[config.mk]
export PLATFORM = sky130hd
export DESIGN_NAME = delay_probe_meter_flat
export DESIGN_NICKNAME = d
export VERILOG_FILES = /design/src/rtl/delay_probe_meter_if.sv /design/src/rtl/delay_probe_meter.sv /design/src/flat_wrapper.sv
export SDC_FILE = /design/constraint.sdc
export NUM_CORES = 1
export LEC_CHECK = 0
export ABC_CLOCK_PERIOD_IN_PS = 4400
export BUFFER_PORTS_ARGS = -buffer_cell sky130_fd_sc_hd__buf_2
export CORE_MARGIN = 3
export CORE_UTILIZATION = 53
export CTS_CLUSTER_DIAMETER = 120
export DETAILED_ROUTE_END_ITERATION = 8
export GPL_ROUTABILITY_DRIVEN = 0
export PLACE_DENSITY_LB_ADDON = 0.1
export SLEW_MARGIN = 20
export SYNTH_ARGS = -nofsm -noshare
export SYNTH_HDL_FRONTEND = slang
export SYNTH_SLANG_ARGS = --single-unit
[constraint.sdc]
create_clock -name clk -period 4.4 [get_ports clk]
set_input_delay 0.88 -clock clk [delete_from_list [all_inputs] [get_ports clk]]
set_output_delay 0.88 -clock clk [all_outputs]
set_load 0.05 [all_outputs]
[src/rtl/delay_probe_meter_if.sv]
// -----------------------------------------------------------------------------
// delay_probe_meter_if
//
// Bundles the probe/echo data path and the measurement status of
// delay_probe_meter. Clock and reset are not part of the bundle.
//
// Signals:
//   start      request a measurement (sampled by the meter in IDLE only)
//   marker     probe byte, captured when a start is accepted
//   echo_in    delay-line output read back by the meter
//   probe_out  registered drive into the delay-line data input
//   busy       measurement in progress (FLUSH, SEND, WAIT)
//   done       one-cycle completion pulse
//   timeout    one-cycle pulse alongside done when no echo was seen
//   lag        measured latency in cycles
//   valid      lag holds a successful measurement
//
// Modports:
//   master  the requester / delay-line side
//   slave   the meter itself
// -----------------------------------------------------------------------------
interface delay_probe_meter_if #(
    parameter int unsigned DATA_W = 8,
    parameter int unsigned CNT_W  = 8
);
    logic              start;
    logic [DATA_W-1:0] marker;
    logic [DATA_W-1:0] echo_in;
    logic [DATA_W-1:0] probe_out;
    logic              busy;
    logic              done;
    logic              timeout;
    logic [CNT_W-1:0]  lag;
    logic              valid;

    modport master (
        output start,
        output marker,
        output echo_in,
        input  probe_out,
        input  busy,
        input  done,
        input  timeout,
        input  lag,
        input  valid
    );

    modport slave (
        input  start,
        input  marker,
        input  echo_in,
        output probe_out,
        output busy,
        output done,
        output timeout,
        output lag,
        output valid
    );
endinterface

[src/rtl/delay_probe_meter.sv]
// -----------------------------------------------------------------------------
// delay_probe_meter
//
// Measures the round-trip latency of a fixed-length delay line. On an accepted
// start it drives FLUSH_CYC zero cycles into the line, injects the captured
// marker for one cycle, then watches echo_in for the marker and reports the
// number of cycles it took to come back.
//
// Ports:
//   clk    clock, rising edge
//   rst_n  asynchronous active-low reset
//   bus    delay_probe_meter_if.slave (start, marker, echo_in in;
//          probe_out, busy, done, timeout, lag, valid out)
//
// Parameters:
//   DATA_W     width of probe/echo data
//   CNT_W      width of the lag counter and lag output
//   MAX_LAG    last WAIT cycle checked before timeout (<= 2**CNT_W - 1)
//   FLUSH_CYC  zero cycles before the marker (>= longest line under test)
// -----------------------------------------------------------------------------
module delay_probe_meter #(
    parameter int unsigned DATA_W    = 8,
    parameter int unsigned CNT_W     = 8,
    parameter int unsigned MAX_LAG   = 200,
    parameter int unsigned FLUSH_CYC = 96
) (
    input  logic                 clk,
    input  logic                 rst_n,
    delay_probe_meter_if.slave   bus
);

    localparam logic [2:0] S_IDLE  = 3'd0;
    localparam logic [2:0] S_FLUSH = 3'd1;
    localparam logic [2:0] S_SEND  = 3'd2;
    localparam logic [2:0] S_WAIT  = 3'd3;
    localparam logic [2:0] S_DONE  = 3'd4;

    // Flush phase has its own counter so FLUSH_CYC is not bounded by CNT_W.
    localparam int unsigned       FC_W       = (FLUSH_CYC > 1) ? $clog2(FLUSH_CYC) : 1;
    localparam logic [FC_W-1:0]   FLUSH_LAST = FC_W'(FLUSH_CYC - 1);
    localparam logic [CNT_W-1:0]  LAG_LAST   = CNT_W'(MAX_LAG);

    logic [2:0]        state_q,   state_d;
    logic [FC_W-1:0]   fcnt_q,    fcnt_d;
    logic [CNT_W-1:0]  cnt_q,     cnt_d;
    logic [DATA_W-1:0] marker_q,  marker_d;
    logic [DATA_W-1:0] probe_q,   probe_d;
    logic              busy_q,    busy_d;
    logic              done_q,    done_d;
    logic              timeout_q, timeout_d;
    logic [CNT_W-1:0]  lag_q,     lag_d;
    logic              valid_q,   valid_d;

    logic echo_match;

    // Exact match on every bit; only evaluated while in WAIT.
    assign echo_match = (bus.echo_in == marker_q);

    always_comb begin
        state_d   = state_q;
        fcnt_d    = fcnt_q;
        cnt_d     = cnt_q;
        marker_d  = marker_q;
        probe_d   = '0;
        busy_d    = busy_q;
        done_d    = 1'b0;
        timeout_d = 1'b0;
        lag_d     = lag_q;
        valid_d   = valid_q;

        unique case (state_q)
            S_IDLE: begin
                // A zero marker could never be told apart from the flush
                // pattern, so such a request is dropped without side effects.
                if (bus.start && (bus.marker != '0)) begin
                    marker_d = bus.marker;
                    valid_d  = 1'b0;
                    lag_d    = '0;
                    cnt_d    = '0;
                    fcnt_d   = '0;
                    busy_d   = 1'b1;
                    state_d  = S_FLUSH;
                end
            end

            S_FLUSH: begin
                // probe_out is registered, so the marker is loaded on the
                // edge that enters SEND to be on the line during SEND.
                if (fcnt_q == FLUSH_LAST) begin
                    probe_d = marker_q;
                    state_d = S_SEND;
                end else begin
                    fcnt_d = fcnt_q + 1'b1;
                end
            end

            S_SEND: begin
                cnt_d   = CNT_W'(1);
                state_d = S_WAIT;
            end

            S_WAIT: begin
                if (echo_match) begin
                    lag_d   = cnt_q;
                    valid_d = 1'b1;
                    done_d  = 1'b1;
                    busy_d  = 1'b0;
                    state_d = S_DONE;
                end else if (cnt_q == LAG_LAST) begin
                    lag_d     = '0;
                    valid_d   = 1'b0;
                    done_d    = 1'b1;
                    timeout_d = 1'b1;
                    busy_d    = 1'b0;
                    state_d   = S_DONE;
                end else begin
                    cnt_d = cnt_q + 1'b1;
                end
            end

            S_DONE: begin
                state_d = S_IDLE;
            end

            default: begin
                busy_d  = 1'b0;
                state_d = S_IDLE;
            end
        endcase
    end

    always_ff @(posedge clk or negedge rst_n) begin
        if (!rst_n) begin
            state_q   <= S_IDLE;
            fcnt_q    <= '0;
            cnt_q     <= '0;
            marker_q  <= '0;
            probe_q   <= '0;
            busy_q    <= 1'b0;
            done_q    <= 1'b0;
            timeout_q <= 1'b0;
            lag_q     <= '0;
            valid_q   <= 1'b0;
        end else begin
            state_q   <= state_d;
            fcnt_q    <= fcnt_d;
            cnt_q     <= cnt_d;
            marker_q  <= marker_d;
            probe_q   <= probe_d;
            busy_q    <= busy_d;
            done_q    <= done_d;
            timeout_q <= timeout_d;
            lag_q     <= lag_d;
            valid_q   <= valid_d;
        end
    end

    assign bus.probe_out = probe_q;
    assign bus.busy      = busy_q;
    assign bus.done      = done_q;
    assign bus.timeout   = timeout_q;
    assign bus.lag       = lag_q;
    assign bus.valid     = valid_q;

endmodule
[src/flat_wrapper.sv]
// flat-port wrapper written by rule: the top's interface ports become plain ports
module delay_probe_meter_flat 
#(
    parameter int unsigned DATA_W    = 8,
    parameter int unsigned CNT_W     = 8,
    parameter int unsigned MAX_LAG   = 200,
    parameter int unsigned FLUSH_CYC = 96
)
  (clk, rst_n, bus_start, bus_marker, bus_echo_in, bus_probe_out, bus_busy, bus_done, bus_timeout, bus_lag, bus_valid);
  delay_probe_meter_if #(.DATA_W(DATA_W), .CNT_W(CNT_W)) bus_i ();
  input  logic clk;
  input  logic rst_n;
  input wire logic [$bits(bus_i.start)-1:0] bus_start;
  input wire logic [$bits(bus_i.marker)-1:0] bus_marker;
  input wire logic [$bits(bus_i.echo_in)-1:0] bus_echo_in;
  output wire logic [$bits(bus_i.probe_out)-1:0] bus_probe_out;
  output wire logic [$bits(bus_i.busy)-1:0] bus_busy;
  output wire logic [$bits(bus_i.done)-1:0] bus_done;
  output wire logic [$bits(bus_i.timeout)-1:0] bus_timeout;
  output wire logic [$bits(bus_i.lag)-1:0] bus_lag;
  output wire logic [$bits(bus_i.valid)-1:0] bus_valid;
  assign bus_i.start = bus_start;
  assign bus_i.marker = bus_marker;
  assign bus_i.echo_in = bus_echo_in;
  assign bus_probe_out = bus_i.probe_out;
  assign bus_busy = bus_i.busy;
  assign bus_done = bus_i.done;
  assign bus_timeout = bus_i.timeout;
  assign bus_lag = bus_i.lag;
  assign bus_valid = bus_i.valid;
  delay_probe_meter #(.DATA_W(DATA_W), .CNT_W(CNT_W), .MAX_LAG(MAX_LAG), .FLUSH_CYC(FLUSH_CYC)) u_core (.clk(clk), .rst_n(rst_n), .bus(bus_i));
endmodule
==> summary.md <==
| Metric | Value |
|---|---|
| Status | `completed` |
| Worst path slowest cell | `a2111o_1` |
| Slew Limit Headroom | `0.359` |
| Gr ovfl total | `0` |
| RSZ-0062 raised after global routing | `false` |
| Antenna Cells | `0` |
| Commonest cells post-synth | `dfrtp_1 (46), nand2_1 (12), nor2_1 (12)` |
| Final WL | `4690 µm` |
| Worst-margin pin slew | `about 960 ps` |
| Vias per inst | `approximately 5.8` |
| Post-placement setup slack | `about 1700 ps` |
| Sinks on Clock Net | `between 40 and 50` |
| Synth top area cells | `dfrtp_1 (52%), mux2_4 (5.4%), a22o_1 (3.5%)` |
| Clock root buffer | `clkbuf_8` |
| YS warnings | `0` |
| Mapped Area | `roughly 2200 µm²` |
| Row cnt | `22` |
| Peak supply drop | `0.380 mV` |
| Final setup TNS | `0 ps` |
| Sequential share of the synthesized area | `0.516` |
| # DRC | `0` |
| Global Route Usage Sum | `0.196` |
| CP arrival | `~2600 ps` |
| Mapped Avg Cell Area | `11.5 µm²` |
| DR WL/cell | `16.6 µm` |
| Share of cells above drive strength 1 | `0.277` |
| CP max FO | `10` |
| Share of the synthesized area in the top cell type | `0.516` |
| Final worst-path cycle share | `0.540` |
| Post-CTS Setup Bufs | `0` |
| Via count | `~1600` |
| Clock latency on the worst-skew pair | `between 200 and 300 ps` |
| Reg-to-reg slack, setup | `roughly 2400 ps` |
| Setup Skew | `5.16 ps` |
| Final net count | `256` |
| Die extent in y | `70.9 µm` |
| LEAKAGE | `approximately 0.0013 µW` |
| Cts hold-fix bufs | `0` |
| Io pins | `39` |
| Post-synth EDFFs | `0` |
| Die area | `5020 µm²` |
| Mapped Nets | `~220` |
| Min cycle time layout | `roughly 2400 ps` |
| Largest net degree at the start of global routing | `47` |
| Startpoint Class | `input pin` |
| CP max stage delay | `~630 ps` |
| Initial Util | `0.579` |
| Cell count after synthesis | `roughly 190` |
| Synth Register Bits | `46` |
| Total Power Consumption | `roughly 1500 µW` |
| Count leader, synth | `dfrtp_1` |
| Initial drt markers | `99` |
| Max Root-Sink Buffers | `2` |
| Resized cells post-CTS | `0` |
| Vias in the first global route | `around 1600` |
| CP cell instances | `buf_2, nor4_1, a2111o_1, nand2_4, nor2_4, a22o_1` |
| Power density cells | `roughly 570 nW/µm²` |
| IO buf count | `38` |
| Final Setup Violations | `0` |
| Cts bufs inserted | `5` |
| First-pass GRT wire length | `7760 µm` |
| Die W | `about 70 µm` |
| Area leader, netlist | `dfrtp_1` |
| Achievable Freq | `roughly 420 MHz` |
| Synth unique cells | `49` |
| Req. time, crit path | `around 4600 ps` |
| CP Class | `input pin to flip-flop` |
| Final worst setup slack | `approximately 2000 ps` |
| Fin. max-slew vios | `0` |
| CTS tree | `yes` |
| Clk slew on worst S/H paths | `about 90 ps` |
| CORE AREA | `slightly below 4000 µm²` |
| Critical path endpoint category | `flip-flop` |
| Initial antenna violation count | `0` |
| Number of max-cap violations | `0` |
| Layout Area Growth over Synthesis | `14.4%` |
| DP Wirelength | `3450 µm` |
| Hold crit path type | `flip-flop to flip-flop` |
| Max H-tree Level | `2` |
| DRT Pass-1 Iters | `4` |
| Main flop type after synthesis | `dfrtp_1` |
| Final hold viol count | `0` |
| Final ANT Viol Nets | `0` |
| Async S/R FF share, synth | `1.00` |
per-stage QoR:
| step | utilization | cells | hold WS (ps) | instance area [µm²] |
|---|---|---|---|---|
| floorplan | - | 194 | 479 | 2230 |
| global placement | 0.633 | 275 | 482 | 2440 |
| detailed placement | 0.633 | 275 | 484 | 2440 |
| CTS | 0.662 | 283 | 505 | 2550 |
| global route | 0.662 | 283 | 528 | 2550 |
| finish | 0.662 | 283 | 501 | 2550 |
registers in the layout, indices dropped and copies added, names as in the netlist:
register / flops
u_core.bus.busy: 1
u_core.bus.timeout: 1
u_core.bus.valid: 1
u_core.bus.probe_out: 8
u_core.bus.done: 1
u_core.bus.lag: 8
u_core.cnt_q: 8
u_core.state_q: 3
u_core.marker_q: 8
u_core.fcnt_q: 7
path summary, 6_finish.rpt:
kind,from,endpoint,cells after the start
max,bus_marker[1],u_core.bus.lag[1],6
min,u_core.bus.lag[6],u_core.bus.lag[6],1
max reg2reg,u_core.fcnt_q[0],u_core.bus.probe_out[1],6
min reg2reg,u_core.bus.lag[6],u_core.bus.lag[6],1
max in group asynchronous,rst_n,u_core.bus.probe_out[7],1
min in group asynchronous,rst_n,u_core.bus.probe_out[2],1
critical path, delay by kind of cell:
| family | cells | cell delay (ps) |
|---|---|---|
| buffers and inverters | 1 | 110 |
| AO/OA/AOI/OAI | 2 | 800 |
| AND/OR/NAND/NOR | 3 | 820 |
layout make-up:
class	count	area [µm²]
clock inverter	3	45.0
multi-input combinational	132	996
clock buffer	5	68.8
inverter	11	41.3
tap	48	60.1
fill	321	1300
sequential	46	1150
timing repair buffer	38	190
report_power, final:
group / switching [µW] / leakage, µW / total, µW / internal (µW)
clock network: 140 / 0.0000504 / 309 / 169
registers: 122 / 0.000603 / 643 / 521
logic: 258 / 0.000628 / 500 / 242
per-layer routing:
layer,global-route usage,vias up,part of all wire
met1,0.284,815,0.45
met5,0,-,0
met4,0.0522,0,0.0051
li1,-,775,-
met3,0.0355,2,0.069
met2,0.304,55,0.48
logic make-up after synthesis:
logic type / Yosys count / synth area share
flip-flops: 46 / 0.516
multiplexers: 13 / 0.0768
AND/OR/NAND/NOR: 62 / 0.167
XOR/XNOR: 9 / 0.0353
buffers and inverters: 16 / 0.0376
adder cells (fa/ha/maj): 3 / 0.0168
AO/OA/AOI/OAI: 45 / 0.150
placed cells by master, fill, tap and decap left out, types with 2 or more instances in the layout:
master	instances
a21oi_1	4
o211ai_1	2
and2_1	8
mux2_4	8
nor3_1	2
dfrtp_1	46
inv_1	11
o22a_1	3
o21ai_0	8
mux2i_1	4
nor2_1	12
nand3_1	6
o22ai_1	2
buf_2	38
xnor2_1	9
clkinvlp_4	2
a22o_1	9
o31a_1	3
clkbuf_8	5
nor4_1	2
nand4_1	3
or3_2	2
nand2_1	12
and3_1	2
nor3b_1	2
ha_1	3
nor2b_1	3
a31oi_1	2
Power figures use the tool's default switching activity.
